**config.mk**
```make
export PLATFORM = sky130hd
export DESIGN_NAME = fetch_scheduler
export DESIGN_NICKNAME = d
export VERILOG_FILES = /design/src/rtl/fetch_pkg.sv /design/src/rtl/fetch_buf.sv /design/src/rtl/fetch_scheduler.sv
export SDC_FILE = /design/constraint.sdc
export NUM_CORES = 1
export LEC_CHECK = 0
export BUFFER_PORTS_ARGS = -buffer_cell sky130_fd_sc_hd__buf_2
export CAP_MARGIN = 20
export CORE_ASPECT_RATIO = 1.4
export CORE_MARGIN = 2
export CORE_UTILIZATION = 54
export DETAILED_ROUTE_END_ITERATION = 10
export HOLD_SLACK_MARGIN = 0.05
export PLACE_DENSITY = 0.76
export SETUP_SLACK_MARGIN = 0.1
export SYNTH_ARGS = -nofsm -noshare
export SYNTH_HDL_FRONTEND = slang
export SYNTH_SLANG_ARGS = --single-unit
```
**constraint.sdc**
```tcl
create_clock -name clk -period 11.1 [get_ports clk]
set_clock_uncertainty 0.15 [all_clocks]
set_input_delay 0.555 -clock clk [delete_from_list [all_inputs] [get_ports clk]]
set_output_delay 0.555 -clock clk [all_outputs]
set_load 0.01 [all_outputs]
```
**src/rtl/fetch_pkg.sv**
```systemverilog
// Shared types and constants for the two-hart instruction-fetch scheduler.
package fetch_pkg;

  // Fetch FSM states: pick a hart, present the request, wait for its response.
  typedef enum logic [1:0] {
    ST_IDLE = 2'd0,
    ST_REQ  = 2'd1,
    ST_WAIT = 2'd2
  } fetch_state_e;

  // Hart identifier (two harts).
  typedef logic hart_t;

  // Default PCs loaded into each hart after reset.
  localparam logic [31:0] DEF_RESET_PC0 = 32'h0000_0000;
  localparam logic [31:0] DEF_RESET_PC1 = 32'h0000_1000;

  // Two-way round-robin: prefer the hart after 'last'; fall back to 'last'.
  // Callers qualify the result with |req.
  function automatic hart_t rr_pick(input hart_t last, input logic [1:0] req);
    hart_t pick;
    if (req[~last]) begin
      pick = ~last;
    end else begin
      pick = last;
    end
    return pick;
  endfunction

endpackage

```
**src/rtl/fetch_buf.sv**
```systemverilog
// Per-hart FIFO of {instr, pc}. Flush has priority over push and pop.
// The caller only pushes into a full buffer when it pops in the same cycle.
module fetch_buf
  import fetch_pkg::*;
#(
  parameter int DATA_W = 32,
  parameter int ADDR_W = 32,
  parameter int DEPTH  = 2
) (
  input  logic                   clk,
  input  logic                   reset,
  input  logic                   i_push,
  input  logic [DATA_W-1:0]      i_push_instr,
  input  logic [ADDR_W-1:0]      i_push_pc,
  input  logic                   i_pop,
  input  logic                   i_flush,
  output logic [DATA_W-1:0]      o_head_instr,
  output logic [ADDR_W-1:0]      o_head_pc,
  output logic                   o_full,
  output logic                   o_empty,
  output logic [$clog2(DEPTH):0] o_count
);

  localparam int PTR_W = $clog2(DEPTH);
  localparam int CNT_W = PTR_W + 1;

  logic [DATA_W-1:0] r_instr [DEPTH];
  logic [ADDR_W-1:0] r_pc    [DEPTH];
  logic [PTR_W-1:0]  r_wr_ptr;
  logic [PTR_W-1:0]  r_rd_ptr;
  logic [CNT_W-1:0]  r_count;
  logic              w_do_push;
  logic              w_do_pop;

  assign o_full       = (r_count == CNT_W'(DEPTH));
  assign o_empty      = (r_count == '0);
  assign o_count      = r_count;
  assign o_head_instr = r_instr[r_rd_ptr];
  assign o_head_pc    = r_pc[r_rd_ptr];

  // Qualify push/pop: a flush suppresses both, pop needs a valid entry.
  always_comb begin
    w_do_push = i_push && !i_flush;
    w_do_pop  = i_pop && !o_empty && !i_flush;
  end

  // Storage, pointers (wrap modulo DEPTH) and occupancy.
  always_ff @(posedge clk or posedge reset) begin
    if (reset) begin
      r_wr_ptr <= '0;
      r_rd_ptr <= '0;
      r_count  <= '0;
      for (int i = 0; i < DEPTH; i++) begin
        r_instr[i] <= '0;
        r_pc[i]    <= '0;
      end
    end else if (i_flush) begin
      r_wr_ptr <= '0;
      r_rd_ptr <= '0;
      r_count  <= '0;
    end else begin
      if (w_do_push) begin
        r_instr[r_wr_ptr] <= i_push_instr;
        r_pc[r_wr_ptr]    <= i_push_pc;
        r_wr_ptr          <= r_wr_ptr + PTR_W'(1);
      end
      if (w_do_pop) begin
        r_rd_ptr <= r_rd_ptr + PTR_W'(1);
      end
      case ({w_do_push, w_do_pop})
        2'b10:   r_count <= r_count + CNT_W'(1);
        2'b01:   r_count <= r_count - CNT_W'(1);
        default: r_count <= r_count;
      endcase
    end
  end

endmodule

```
**src/rtl/fetch_scheduler.sv**
```systemverilog
// Two-hart fetch scheduler: one outstanding fetch on a shared memory port,
// per-hart buffers drained round-robin to decode, per-hart branch redirects.
module fetch_scheduler
  import fetch_pkg::*;
#(
  parameter int                ADDR_W    = 32,
  parameter int                DATA_W    = 32,
  parameter logic [ADDR_W-1:0] RESET_PC0 = ADDR_W'(DEF_RESET_PC0),
  parameter logic [ADDR_W-1:0] RESET_PC1 = ADDR_W'(DEF_RESET_PC1),
  parameter int                BUF_DEPTH = 2
) (
  input  logic              clk,
  input  logic              reset,
  input  logic              redirect_valid,
  input  logic              redirect_hart,
  input  logic [ADDR_W-1:0] redirect_pc,
  output logic              mem_req_valid,
  input  logic              mem_req_ready,
  output logic [ADDR_W-1:0] mem_req_addr,
  input  logic              mem_resp_valid,
  input  logic [DATA_W-1:0] mem_resp_data,
  output logic              out_valid,
  input  logic              out_ready,
  output logic [DATA_W-1:0] out_instr,
  output logic [ADDR_W-1:0] out_pc,
  output logic              out_hart
);

  localparam int               CNT_W   = $clog2(BUF_DEPTH) + 1;
  localparam logic [CNT_W-1:0] DEPTH_C = CNT_W'(BUF_DEPTH);

  fetch_state_e r_state, w_state_nxt;
  hart_t        r_hart, w_hart_nxt;
  hart_t        r_last_issue, w_last_issue_nxt;
  hart_t        r_last_pop;
  logic [ADDR_W-1:0] r_addr, w_addr_nxt;
  logic         r_kill, w_kill_nxt;
  logic [ADDR_W-1:0] r_pc [2];
  logic [ADDR_W-1:0] w_pc_nxt [2];
  logic         w_pc_inc;

  logic [1:0]             w_redir_hit;
  logic [1:0]             w_elig;
  logic [1:0]             w_avail;
  logic [1:0]             w_push;
  logic [1:0]             w_pop;
  logic [1:0]             w_full;
  logic [1:0]             w_empty;
  logic [1:0][CNT_W-1:0]  w_count;
  logic [1:0][DATA_W-1:0] w_head_instr;
  logic [1:0][ADDR_W-1:0] w_head_pc;
  hart_t                  w_sel;
  logic                   w_out_valid;
  hart_t                  w_pick;

  // Per-hart redirect decode, fetch eligibility and output availability.
  always_comb begin
    w_redir_hit = {redirect_valid & redirect_hart, redirect_valid & ~redirect_hart};
    for (int h = 0; h < 2; h++) begin
      w_elig[h]  = (w_count[h] < DEPTH_C) && !w_redir_hit[h];
      w_avail[h] = !w_empty[h] && !w_redir_hit[h];
    end
    w_pick = rr_pick(r_last_issue, w_elig);
  end

  // Fetch FSM next state: request bookkeeping, kill tracking and buffer push.
  always_comb begin
    w_state_nxt      = r_state;
    w_hart_nxt       = r_hart;
    w_addr_nxt       = r_addr;
    w_last_issue_nxt = r_last_issue;
    w_kill_nxt       = r_kill | ((r_state != ST_IDLE) && w_redir_hit[r_hart]);
    w_pc_inc         = 1'b0;
    w_push           = 2'b00;
    case (r_state)
      ST_IDLE: begin
        if (|w_elig) begin
          w_hart_nxt       = w_pick;
          w_addr_nxt       = r_pc[w_pick];
          w_last_issue_nxt = w_pick;
          w_kill_nxt       = 1'b0;
          w_state_nxt      = ST_REQ;
        end else begin
          w_state_nxt = ST_IDLE;
        end
      end
      ST_REQ: begin
        if (mem_req_ready) begin
          // A killed request already had its PC replaced by the redirect.
          w_pc_inc    = !r_kill && !w_redir_hit[r_hart];
          w_state_nxt = ST_WAIT;
        end else begin
          w_state_nxt = ST_REQ;
        end
      end
      ST_WAIT: begin
        if (mem_resp_valid) begin
          // Push into a full buffer only when it drains in the same cycle.
          w_push[r_hart] = !r_kill && !w_redir_hit[r_hart] &&
                           (!w_full[r_hart] || w_pop[r_hart]);
          w_kill_nxt     = 1'b0;
          w_state_nxt    = ST_IDLE;
        end else begin
          w_state_nxt = ST_WAIT;
        end
      end
      default: begin
        w_kill_nxt  = 1'b0;
        w_state_nxt = ST_IDLE;
      end
    endcase
  end

  // PC update: a redirect wins over the post-handshake increment.
  always_comb begin
    for (int h = 0; h < 2; h++) begin
      if (w_redir_hit[h]) begin
        w_pc_nxt[h] = redirect_pc;
      end else if (w_pc_inc && (r_hart == hart_t'(h))) begin
        w_pc_nxt[h] = r_pc[h] + ADDR_W'(4);
      end else begin
        w_pc_nxt[h] = r_pc[h];
      end
    end
  end

  // Output round-robin over non-empty, non-redirected buffers.
  always_comb begin
    w_sel       = rr_pick(r_last_pop, w_avail);
    w_out_valid = |w_avail;
    w_pop       = 2'b00;
    if (w_out_valid && out_ready) begin
      w_pop[w_sel] = 1'b1;
    end else begin
      w_pop = 2'b00;
    end
  end

  // Decode-side outputs, forced to zero when nothing is offered.
  always_comb begin
    out_valid = w_out_valid;
    if (w_out_valid) begin
      out_instr = w_head_instr[w_sel];
      out_pc    = w_head_pc[w_sel];
      out_hart  = w_sel;
    end else begin
      out_instr = '0;
      out_pc    = '0;
      out_hart  = 1'b0;
    end
  end

  assign mem_req_valid = (r_state == ST_REQ);
  assign mem_req_addr  = r_addr;

  // FSM, request, PC and round-robin state registers.
  always_ff @(posedge clk or posedge reset) begin
    if (reset) begin
      r_state      <= ST_IDLE;
      r_hart       <= 1'b0;
      r_addr       <= '0;
      r_kill       <= 1'b0;
      r_last_issue <= 1'b1;
      r_last_pop   <= 1'b1;
      r_pc[0]      <= RESET_PC0;
      r_pc[1]      <= RESET_PC1;
    end else begin
      r_state      <= w_state_nxt;
      r_hart       <= w_hart_nxt;
      r_addr       <= w_addr_nxt;
      r_kill       <= w_kill_nxt;
      r_last_issue <= w_last_issue_nxt;
      r_pc[0]      <= w_pc_nxt[0];
      r_pc[1]      <= w_pc_nxt[1];
      if (w_out_valid && out_ready) begin
        r_last_pop <= w_sel;
      end
    end
  end

  for (genvar g = 0; g < 2; g++) begin : g_buf
    fetch_buf #(
      .DATA_W (DATA_W),
      .ADDR_W (ADDR_W),
      .DEPTH  (BUF_DEPTH)
    ) u_buf (
      .clk          (clk),
      .reset        (reset),
      .i_push       (w_push[g]),
      .i_push_instr (mem_resp_data),
      .i_push_pc    (r_addr),
      .i_pop        (w_pop[g]),
      .i_flush      (w_redir_hit[g]),
      .o_head_instr (w_head_instr[g]),
      .o_head_pc    (w_head_pc[g]),
      .o_full       (w_full[g]),
      .o_empty      (w_empty[g]),
      .o_count      (w_count[g])
    );
  end

endmodule

```
==> impl.org, run 1 <==
** Run status
- Run status :: finished, final reports clean

** Yosys
- Cell type contributing the most total cell area after synthesis :: sky130_fd_sc_hd__dfrtp_1
- In the post-synthesis netlist, the cell with the most instances is sky130_fd_sc_hd__dfrtp_1.
- Cell count after synthesis :: 1,498
- During synthesis, Yosys emitted a total of 0 warnings.
- Total standard cell area after synthesis :: 0.01827 mm^2
- Ranking of synthesized cells by instance count :: sky130_fd_sc_hd__dfrtp_1, sky130_fd_sc_hd__a211oi_1, sky130_fd_sc_hd__mux2_2
- For this run, asynchronously set or reset flops after synthesis account for 1.000.
- Proportion of netlist area held by the largest area contributor :: 0.4971
- Synthesis produced a netlist with a net count of 1,573.
- Yosys mapped a number of flops with a built-in enable equal to 0.
- Counting distinct cell types in the post-synthesis netlist gives 63.
- Among all flip-flop cells after synthesis, the most frequent one is sky130_fd_sc_hd__dfrtp_1.
- After synthesis the netlist holds a flip-flop and latch count of 366.
- The share of the Yosys chip area taken by registers is 0.5014.
- After synthesis, the mean cell area works out to 12.20 um^2.
- After synthesis, the cell types taking the most area are sky130_fd_sc_hd__dfrtp_1, sky130_fd_sc_hd__mux2_4, sky130_fd_sc_hd__mux2_2, sky130_fd_sc_hd__mux2i_1, sky130_fd_sc_hd__a211oi_1.

** STA
- Final worst-path cycle share :: 0.4229
- Unrepaired setup endpoints after global routing :: false
- In this run the tightest slew margin relative to its limit is 0.2965.
- For this run, the top clock speed supported by timing is 213.0 MHz.
- Hold WS :: 0.06113 ns
- Setup violations, final :: 0
- For the pin with the worst max-slew slack, the measured transition is 1.055 ns.
- Setup slack on the critical path of the routed design comes to 6.406 ns.
- Slew Viols, Final :: 0
- Final TNS setup :: 0 ns
- Final critical delay including setup and external delays :: 4.694 ns
- Final Hold Violating Endpoints :: 0

** CTS
- Buffers added to address setup during post-CTS repair amount to 0.
- Clock latency on the worst-skew pair, taken at its later pin, is 0.52 ns.
- The tree is rooted in a sky130_fd_sc_hd__clkbuf_16.
- In this run, post-CTS repair resized a total of 0 instances.
- CTS buffer count :: 37
- CTS saw 366 sinks.
- Max Root-Sink Buffers :: 3
- The H-tree was split into 2 levels.
- CTS tree :: built
- For this design, the CTS-stage hold fixing added 0 buffers.
- After clock tree synthesis, the clock-pin slew on the worst setup and hold paths is 0.06 ns.

** Pwr
- Peak VDD IR :: 0.1614 mV
- Leak Pwr :: 9.381 nW
- Pwr Density :: 270.1 mW/mm^2

** Route
- Via density per instance :: 6.020
- Drt first pass iters :: 5
- Final wirelength :: 43,640 um
- Dividing the detail-routed wire length by the instance count gives 20.81 um.
- After detailed routing, the number of remaining DRC violations is 0.
- Overall via count from detail_route :: 12.62k
- Number of routed nets with antenna violations :: 0
- The detailed router finished its first iteration with 891 violations.

** Global route
- Antenna violations before repair :: 1
- Global-route wire length before repair :: 70,860 um
- Entering global routing, the biggest net connects 179 pins.
- Overall global routing resource usage :: 0.2480
- Vias in the first global route :: 12.77k
- Total gr overflow :: 0

** Floorplan
- The initial utilization of the core area, before any placement, comes to 0.5485.
- Die W :: 159.5 um
- Core ar. :: 0.03331 mm^2
- In this run the core area contains 79 standard-cell rows.
- The die covers 0.03535 mm^2.
- For this design the top-level I/O count stands at 170.
- Measured along the y axis, the die boundary spans 221.7 um.

** Setup path
- Series of cell instances along the critical path :: buf_2 -> nor2b_4 -> buf_4 -> nor2_1 -> o21bai_4 -> buf_4 -> a211oi_1 -> a211oi_1 -> buf_2
- Register-to-register setup slack :: 7.70 ns
- Capturing point of the worst reg2reg path :: g_buf[1].u_buf.r_pc[22]
- The number of cells on the worst reg-to-reg path is 6.
- The largest single stage delay on the critical path is 0.83 ns.
- STA classifies the critical path startpoint as an input pin.
- Data on the critical path is required at its endpoint by 10.40 ns.
- STA classifies the critical path endpoint as a primary output.
- Buffer and inverter count on the worst path :: 4
- Of all nets on the critical path, the largest fanout is 90.
- Critical path start-end classification :: in -> out
- Cell with the largest stage delay on the worst path :: sky130_fd_sc_hd__o21bai_4
- Origin of the critical flop-to-flop path :: g_buf[1].u_buf.o_count[1]
- Data arrival at the endpoint of the critical path :: 3.99 ns
- Among cell families on the critical path, the largest total delay comes from buffers and inverters.

** Layout
- Number of diodes added for antenna fixing :: 0
- After the last flow step, the layout net total stands at 1,698.
- Of the cells placed in the final design, the portion with a size suffix greater than 1 is 0.3154.
- Compared with the post-synthesis result, the final layout area differs by 12.44%.
- Cell area after layout :: 0.02055 mm^2

** Placed design
- Dpl hpwl :: 28,160 um
- Place WS :: 6.484 ns
- Weighted congestion reported at the end of routability-driven placement :: 0.9501
- Count of input and output buffers :: 169
- The placed instances occupy a cell area of 0.01926 mm^2.

** Flow run
- Max-Cap Viols :: 0

** Worst hold path
- Tightest Hold Check Type :: in -> async
-- cell families (layout without fill, tap and decap cells) --
logic type	count (synthesis)	in the layout	share of synthesized area
flops	366	366	0.5014
buf+inv	114	268	0.03615
xor+xnor	29	29	0.01390
fa+ha+maj	4	4	0.002739
compound gates	286	286	0.1118
simple gates	344	344	0.09730
mux	355	355	0.2366
-- cells in the final DEF (no fill, tap or decap), types with 4 or more instances in the layout --
cell,netlist,routed
sky130_fd_sc_hd__nand2b_1,5,5
sky130_fd_sc_hd__o21ai_0,40,40
sky130_fd_sc_hd__nor2b_1,65,65
sky130_fd_sc_hd__or4_1,7,7
sky130_fd_sc_hd__buf_4,0,18
sky130_fd_sc_hd__nand2_1,91,91
sky130_fd_sc_hd__nand4_1,26,26
sky130_fd_sc_hd__a211oi_1,128,128
sky130_fd_sc_hd__mux2_1,10,10
sky130_fd_sc_hd__a221o_1,4,4
sky130_fd_sc_hd__nor3_1,6,6
sky130_fd_sc_hd__xnor2_1,6,6
sky130_fd_sc_hd__clkbuf_16,0,39
sky130_fd_sc_hd__dfrtp_1,363,361
sky130_fd_sc_hd__o211ai_1,10,10
sky130_fd_sc_hd__mux2_2,126,126
sky130_fd_sc_hd__mux2_4,120,120
sky130_fd_sc_hd__buf_2,24,169
sky130_fd_sc_hd__clkinv_2,0,8
sky130_fd_sc_hd__mux2i_1,99,99
sky130_fd_sc_hd__xor2_1,23,23
sky130_fd_sc_hd__nand3_1,35,35
sky130_fd_sc_hd__nor2_1,66,65
sky130_fd_sc_hd__clkbuf_1,62,5
sky130_fd_sc_hd__inv_1,12,11
sky130_fd_sc_hd__or3_1,6,6
sky130_fd_sc_hd__nor4_1,5,5
sky130_fd_sc_hd__a21oi_1,43,43
sky130_fd_sc_hd__and3_1,10,10
sky130_fd_sc_hd__a22oi_1,6,6
sky130_fd_sc_hd__ha_1,4,4
sky130_fd_sc_hd__o311ai_0,25,25
sky130_fd_sc_hd__clkbuf_8,0,9
sky130_fd_sc_hd__a31oi_1,8,8
-- metal layers --
layer  track usage  vias up  wire length, um
li1              -     5766                -
met1        0.3273     6341            18720
met2        0.4154      404            21380
met3       0.03311      111             1961
met4       0.09883        2             1559
met5             0        -               15
-- per-stage QoR --
step                cells    util  power [W]
global route         2097  0.6168   0.005881
finish               2097  0.6168   0.005550
floorplan            1498       -   0.003594
global placement     2028  0.5781   0.004177
detailed placement   2028  0.5781   0.004267
CTS                  2096  0.6166   0.005583
-- report_power, final --
group | switching, W | internal (W)
combinational | 0.00108 | 0.000955
clock | 0.000522 | 0.000774
sequential | 0.000438 | 0.00178
total | 0.00204 | 0.00351
-- how the worst max path moves through the flow --
stage	cells past startpoint	slack (ns)	endpoint	startpoint
global route	9	6.19	out_pc[25]	redirect_valid
finish	9	6.41	out_pc[25]	redirect_valid
floorplan	1	0.24	g_buf[0].u_buf.o_count[0]	reset
global placement	9	6.70	out_pc[19]	redirect_valid
detailed placement	9	6.48	out_pc[17]	redirect_valid
CTS	9	6.47	out_pc[18]	redirect_valid
-- worst register-to-register path, cell delays in order, from the launching register on --
cell and delay, ns:
sky130_fd_sc_hd__dfrtp_1 0.54, sky130_fd_sc_hd__a2bb2oi_2 0.39, sky130_fd_sc_hd__o311a_4 0.31, sky130_fd_sc_hd__o211ai_4 0.16
sky130_fd_sc_hd__nor2_8 0.47, sky130_fd_sc_hd__buf_4 0.84, sky130_fd_sc_hd__mux2_4 0.42
-- cell type report --
class,instances,area [um^2]
Timing Repair Buffer,188,1001
Fill cell,2655,12760
Inverter,12,52.55
Multi-Input combinational cell,1018,8486
Clock inverter,15,161.4
Clock buffer,53,1119
Sequential cell,366,9170
Tap cell,445,556.8
-- state kept, by name, summed over array words and instances, names as in the netlist --
signal	flops
g_buf.u_buf.r_instr	128
g_buf.u_buf.r_pc	128
r_pc	64
mem_req_addr	32
g_buf.u_buf.o_count	4
g_buf.u_buf.r_rd_ptr	2
g_buf.u_buf.r_wr_ptr	2
r_state	2
r_hart	1
r_kill	1
r_last_issue	1
r_last_pop	1
No activity file was read; power rests on OpenSTA's default activity.
==> run 2: changes to the inputs <==
--- a/config.mk
+++ b/config.mk
@@ -9,10 +9,10 @@
 export CAP_MARGIN = 20
 export CORE_ASPECT_RATIO = 1.4
 export CORE_MARGIN = 2
-export CORE_UTILIZATION = 54
+export CORE_UTILIZATION = 60
 export DETAILED_ROUTE_END_ITERATION = 10
 export HOLD_SLACK_MARGIN = 0.05
-export PLACE_DENSITY = 0.76
+export PLACE_DENSITY = 0.8
 export SETUP_SLACK_MARGIN = 0.1
 export SYNTH_ARGS = -nofsm -noshare
 export SYNTH_HDL_FRONTEND = slang
==> constraint.sdc (replaced) <==
create_clock -name clk -period 4.6 [get_ports clk]
set_clock_uncertainty 0.15 [all_clocks]
set_input_delay 0.23 -clock clk [delete_from_list [all_inputs] [get_ports clk]]
set_output_delay 0.23 -clock clk [all_outputs]
set_load 0.01 [all_outputs]
==> run 2 against run 1 <==
  * Die area down 9.8%
  * Core utilization up 9.6 points
  * Flip-flop and latch count unchanged
  * Sequential power up 140%
  * Routed wire length up 1.6%
  * Cell area up 3.8%
  * Hold slack better by 0.25 ns
  * Clock power up 140%
  * Total power up 140%
  * Critical path depth unchanged
  * Largest power group unchanged
==> impl.org, run 2 (synthesis gave the netlist of run 1 again) <==
** Worst hold path
- Origin of the worst min-delay path :: redirect_pc[28]
- Tightest Hold Check Type :: in -> reg
- The worst hold path passes through 4 cells.
- The path with the worst hold slack has its endpoint at r_pc[28].

** Floorplan
- Die Ht :: 210.5 um
- In this run the count of I/O pins placed on the die edge is 170.
- Row generation in the floorplan step produced 75 rows.
- The total area inside the core boundary comes to 0.02994 mm^2.
- Die W :: 151.5 um
- Initial standard-cell utilization of the core :: 0.6104
- The die covers 0.03189 mm^2.

** STA
- Slew @ Worst Pin :: 1.152 ns
- Dividing the final minimum period by the clock period gives 0.7184.
- Measured against its own limit, the worst slew margin works out to 0.2293.
- The clock period could shrink to 3.304 ns.
- Smallest setup slack after layout :: 1.296 ns
- The hold violation total from the final report was 0.
- Hold WS :: 0.3096 ns
- Setup repair after global routing left no endpoint under its margin.
- For this run, the top clock speed supported by timing is 302.6 MHz.
- Setup violations, final :: 0
- The max-slew violation count is 0.

** CTS
- Max Root-Sink Buffers :: 3
- In this run, CTS created clock tree buffers numbering 37.
- After clock tree synthesis, the setup repair step added 0 buffers.
- Buffer cell driving the clock tree root :: sky130_fd_sc_hd__clkbuf_16
- For the worst-skew pair, the clock arrives at the later sink with an insertion delay of 0.53 ns.
- The H-tree generated during clock tree synthesis spans 2 levels.
- Clock Sink Count :: 366
- CTS tree :: built
- Clock-pin slew was measured on the worst setup and hold paths at 0.06 ns.

** Placed design
- Dpl hpwl :: 27,520 um
- Routability-driven placement finished with a final weighted congestion of 0.9222.
- After detailed placement, the total cell area comes to 0.01932 mm^2.
- Before CTS, the worst setup slack after placement is 1.758 ns.
- Port buffering added 169 buffers.

** Setup path
- Nature of the critical path endpoint :: primary output
- Biggest fanout along the worst timing path :: 42
- For the worst setup path, the data arrival time is 2.92 ns.
- Register-to-register setup slack :: 1.70 ns
- In this run the critical register-to-register path is launched from r_pc[7].
- Required time of the critical path :: 4.22 ns
- The endpoint identified for the worst register-to-register timing path is r_pc[27].
- STA classifies the critical path startpoint as an input pin.
- For the worst flop-to-flop path, the logic depth is 5.
- Critical path start-end classification :: in -> out

** Route
- In this run the remaining antenna-violating nets after routing total 0.
- Wires add up to 44,340 um.
- After detailed routing, the average wire length per cell comes to 20.92 um.
- Via density per instance :: 6.144
- For this run, the detailed router's first-pass iteration total came to 6.
- Initial DRC count :: 850
- Remaining DRCs :: 0
- For this block, the via count after detailed routing is 13.02k.

** Layout
- Proportion of layout cells with a drive suffix above 1 :: 0.3045
- The finished cells cover 0.02134 mm^2.
- Leading cell types in the layout, fill and taps excluded :: sky130_fd_sc_hd__dfrtp_1, sky130_fd_sc_hd__buf_2, sky130_fd_sc_hd__a211oi_1, sky130_fd_sc_hd__mux2_2, sky130_fd_sc_hd__mux2_4
- Number of diodes added for antenna fixing :: 0
- Largest regs :: g_buf.u_buf.r_instr x128, g_buf.u_buf.r_pc x128, r_pc x64
- # fillers :: 2,038
- Most common cell after layout, fill and taps aside :: sky130_fd_sc_hd__dfrtp_1
- Final #Nets :: 1,781
- The area growth from synthesis to layout is 16.76%.

** Pwr
- In this run the power density over the cells is 636.0 mW/mm^2.
- Total design power :: 0.01357 W
- Peak VDD IR :: 0.4791 mV
- Leak Pwr :: 9.757 nW

** Global route
- Global-route wire length before repair :: 70,870 um
- After global routing the overflow that remains totals 0.
- Entering global routing, the biggest net connects 176 pins.
- Antenna violations before repair :: 0
- Overall global routing resource usage :: 0.2804
- Vias in the first global route :: 13.41k

** Run status
- The flow ran to the end, and the final reports show no timing, DRC or antenna violations.

** Flow run
- The tool flagged a number of max-cap violations equal to 0.
## run 2: per-layer routing
metal | track usage | vias up | part of all wire
li1 | - | 5960 | -
met3 | 0.04156 | 86 | 0.057
met1 | 0.3624 | 6551 | 0.41
met5 | 0 | - | 0
met4 | 0.1066 | 0 | 0.032
met2 | 0.4770 | 423 | 0.50
## run 2: critical path, cell delays in order
cell                            delay (ns)
sky130_fd_sc_hd__dlygate4sd3_1        0.54
sky130_fd_sc_hd__buf_2                0.21
sky130_fd_sc_hd__nor2b_4              0.30
sky130_fd_sc_hd__nor2_1               0.19
sky130_fd_sc_hd__o21bai_4             0.18
sky130_fd_sc_hd__buf_4                0.45
sky130_fd_sc_hd__a211oi_1             0.11
sky130_fd_sc_hd__a211oi_1             0.47
sky130_fd_sc_hd__buf_2                0.22
## run 2: cell type report
| type | count | area, um^2 | share of cell area |
|---|---|---|---|
| tap | 385 | 481.7 | 0.02258 |
| clock inverter | 9 | 112.6 | 0.005278 |
| multi-input combinational | 1018 | 8486 | 0.3977 |
| inverter | 12 | 48.80 | 0.002287 |
| clock buffer | 58 | 1167 | 0.05471 |
| timing repair buffer | 271 | 1869 | 0.08761 |
| sequential | 366 | 9170 | 0.4298 |
## run 2: power by group
group	internal [W]	leakage (nW)	switching [W]
registers	0.00429	4.73	0.00111
logic	0.00242	4.39	0.00263
clock network	0.00186	0.631	0.00126
## run 2: repair_timing
| action | CTS | global route |
|---|---|---|
| resized for setup | 0 | 0 |
| hold endpoints to repair | 414 | 0 |
| hold buffers | 73 | 0 |
## run 2: worst max-delay path by stage
stage / slack [ns] / to / start / cells past startpoint
global placement: 1.79 / r_pc[50] / redirect_valid / 8
global route: 1.22 / out_pc[30] / redirect_valid / 9
floorplan: -0.69 / g_buf[0].u_buf.o_count[0] / reset / 1
CTS: 1.31 / out_pc[30] / g_buf[1].u_buf.o_count[1] / 7
finish: 1.30 / out_pc[30] / redirect_valid / 9
detailed placement: 1.76 / r_pc[41] / redirect_valid / 8
## run 2: through the flow
step,std cells,TNS [ns],utilization
floorplan,1498,-249.66,-
global placement,1979,0,0.6456
detailed placement,1979,0,0.6456
CTS,2119,0,0.7127
global route,2119,0,0.7127
finish,2119,0,0.7127
==> run 3: changes to the inputs <==
==> constraint.sdc (replaced) <==
create_clock -name clk -period 3.1 [get_ports clk]
set_clock_uncertainty 0.15 [all_clocks]
set_input_delay 0.155 -clock clk [delete_from_list [all_inputs] [get_ports clk]]
set_output_delay 0.155 -clock clk [all_outputs]
set_load 0.01 [all_outputs]
==> run 3 against run 2 <==
  * Core utilization rose by 1.0 points
  * Final cell count up 1.1%
  * Critical path depth decreased by 2
  * Register-to-register slack got worse by 1.4 ns
  * Sequential share of layout area shrank 0.59 points
  * First-iteration DRC count fell by 15%
  * Non-clock buffer count up 24
  * Highest routed layer unchanged
==> impl.org, run 3 (synthesis gave the netlist of run 1 again) <==
** Floorplan
- For this design the top-level I/O count stands at 170.
- DIE AREA :: 0.03189 mm^2
- Number of placement rows :: 75
- In this run the standard cell core region covers 0.02994 mm^2.
- Die W :: 151.5 um
- In this run the vertical extent of the chip is 210.5 um.
- Initial standard-cell utilization of the core :: 0.6104

** CTS
- Counting every sink on the clock net gives 366.
- Clock-pin slew was measured on the worst setup and hold paths at 0.06 ns.
- TritonCTS built the clock tree.
- Clock latency on the worst-skew pair, taken at its later pin, is 0.53 ns.
- In this run the number of H-tree levels came out at 2.
- Counting the buffers created by CTS gives 37.
- Max Root-Sink Buffers :: 3
- The tree is rooted in a sky130_fd_sc_hd__clkbuf_16.

** Setup path
- Of all nets on the critical path, the largest fanout is 23.
- Series of cell instances along the critical path :: nor2_2 -> nor2_1 -> o21bai_4 -> buf_4 -> a211oi_1 -> a211oi_1 -> buf_2
- Register-to-register setup slack :: 0.34 ns
- Data arrival at the endpoint of the critical path :: 2.59 ns
- The number of cells on the worst reg-to-reg path is 7.
- In this run the critical register-to-register path is launched from g_buf[1].u_buf.o_count[1].
- Worst path depth :: 7
- Buffer and inverter count on the worst path :: 2
- Kind of cell with the highest combined delay on the critical path :: compound AO/OA/AOI/OAI gates
- Nature of the critical path endpoint :: primary output
- The critical path in this run is classified as reg -> out.
- Capturing point of the worst reg2reg path :: g_buf[0].u_buf.o_count[1]
- In this run the worst setup path begins at g_buf[0].u_buf.o_count[1].
- The slowest stage of the critical path is the sky130_fd_sc_hd__dfrtp_1 cell.
- STA puts the critical path data required time at 2.79 ns.
- Most used cell along the critical path :: sky130_fd_sc_hd__a211oi_1
- STA classifies the critical path startpoint as a flip-flop.
- Worst stage delay on the critical path :: 0.47 ns
- In this run the worst setup path terminates at out_pc[29].

** Route
- Summed over all layers, the routed wires come to 44,500 um.
- Remaining DRCs :: 0
- The first detailed-routing pass ran for 5 iterations.
- The first routing iteration left 724 violations.
- Number of routed nets with antenna violations :: 0
- Across all layers, the routed design uses 13.07k vias.
- Wire per inst :: 20.77 um
- After detailed routing, the number of vias per cell comes to 6.101.

** Layout
- Leaving out fill and tap cells, the most frequent cells in the layout are sky130_fd_sc_hd__dfrtp_1, sky130_fd_sc_hd__buf_2, sky130_fd_sc_hd__a211oi_1, sky130_fd_sc_hd__mux2_2, sky130_fd_sc_hd__mux2_4.
- After routing the design area is 0.02163 mm^2.
- The largest registers in the layout are g_buf.u_buf.r_instr x128, g_buf.u_buf.r_pc x128, r_pc x64.
- Utilization after layout :: 0.7227
- For this run, the post-layout net count is 1,805.
- After filler insertion, the fill cell instance count of the layout stands at 2,021.
- The library cell used most frequently in the layout, excluding fill and tap cells, is sky130_fd_sc_hd__dfrtp_1.
- The repair_antennas step left the layout with diodes totalling 0.
- Area growth, synth to finish :: 18.40%
- Proportion of layout cells with a drive suffix above 1 :: 0.3151

** Placed design
- The count of buffers added on input and output ports is 169.
- Dpl hpwl :: 28,530 um
- Cell area reported after detailed placement :: 0.01959 mm^2
- At the end of routability-driven placement, the weighted congestion stood at 0.9323.

** STA
- Static timing analysis puts the maximum clock frequency at 345.9 MHz.
- The worst pin sits at a relative slew slack of 0.4857.
- Slew Viols, Final :: 0
- Setup violations remaining at the end of the flow were counted as 0.
- The routed design could run at a clock period as short as 2.891 ns.
- The hold violation total from the final report is 0.
- For the pin with the worst max-slew slack, the measured transition is 0.7714 ns.
- Final worst-path cycle share :: 0.9325
- Setup repair after global routing left no endpoint under its margin.

** Flow run
- Max-Cap Viols :: 0

** Worst hold path
- Tightest Hold Check Type :: in -> async

** Global route
- Overall global routing resource usage :: 0.2839
- After global routing the overflow that remains totals 0.
- The first global-routing pass estimated 72,120 um of wire.
- Antenna violations before repair :: 0
- Vias in the first global route :: 13.63k
- Entering global routing, the biggest net connects 96 pins.

** Run status
- Run status :: finished, final reports clean

** Pwr
- Peak VDD IR :: 0.6512 mV
- Leak Pwr :: 9.905 nW
- Pwr Density :: 946.5 mW/mm^2
## run 3: power breakdown
group          switching, W  total (W)  internal (W)
Clock               0.00188    0.00475       0.00287
Sequential          0.00152    0.00789       0.00636
Combinational       0.00409    0.00784       0.00376
## run 3: layer usage
metal / track usage / vias up / routed length, um
li1: - / 5997 / -
met4: 0.1076 / 0 / 1674
met2: 0.4736 / 398 / 21980
met1: 0.3718 / 6573 / 18420
met3: 0.04805 / 106 / 2424
met5: 0 / - / 0
## run 3: worst min path at each step
stage,from,end,slack [ns],cells after the start
2_1_floorplan,out_ready,r_last_pop,0.07,1
3_3_place_gp,reset,g_buf[0].u_buf.r_instr[27],0.16,2
3_5_place_dp,reset,g_buf[0].u_buf.r_instr[63],0.16,2
4_1_cts,reset,g_buf[0].u_buf.r_instr[27],0.16,3
5_1_grt,reset,g_buf[1].u_buf.r_instr[31],0.19,3
6_report,reset,g_buf[0].u_buf.r_instr[27],0.16,3
## run 3: final cells by class
| type | instances | area, um^2 | share of cell area |
|---|---|---|---|
| tap | 385 | 481.7 | 0.02227 |
| sequential | 366 | 9171 | 0.4239 |
| timing repair buffer | 295 | 2151 | 0.09942 |
| clock inverter | 13 | 198.9 | 0.009196 |
| inverter | 12 | 48.80 | 0.002256 |
| multi-input combinational | 1018 | 8491 | 0.3925 |
| clock buffer | 54 | 1092 | 0.05049 |
## run 3: metrics by stage
stage | setup WS [ns] | std cells | hold slack, ns | TNS, ns | total power, W
after floorplan | -2.113 | 1498 | 0.07497 | -769.25 | 0.01287
after global placement | 0.5228 | 2001 | 0.1625 | 0 | 0.01525
after detailed placement | 0.4665 | 2001 | 0.1641 | 0 | 0.01556
after CTS | 0.1198 | 2142 | 0.1564 | 0 | 0.02051
after global routing | 0.08274 | 2143 | 0.1944 | 0 | 0.02162
final | 0.2091 | 2143 | 0.1589 | 0 | 0.02048
## run 3: timing repair
action / in CTS / in global routing
hold buffers: 72 / 0
endpoints found under the hold margin: 224 / 0
setup buffers: 2 / 0
endpoints found under the setup margin: 13 / 37
pin swaps: 1 / 0
resized for setup: 0 / 4
## run 3: worst min-delay path, delay by kind of cell
kind	cells	cell delay, ns
buf+inv	3	1.14
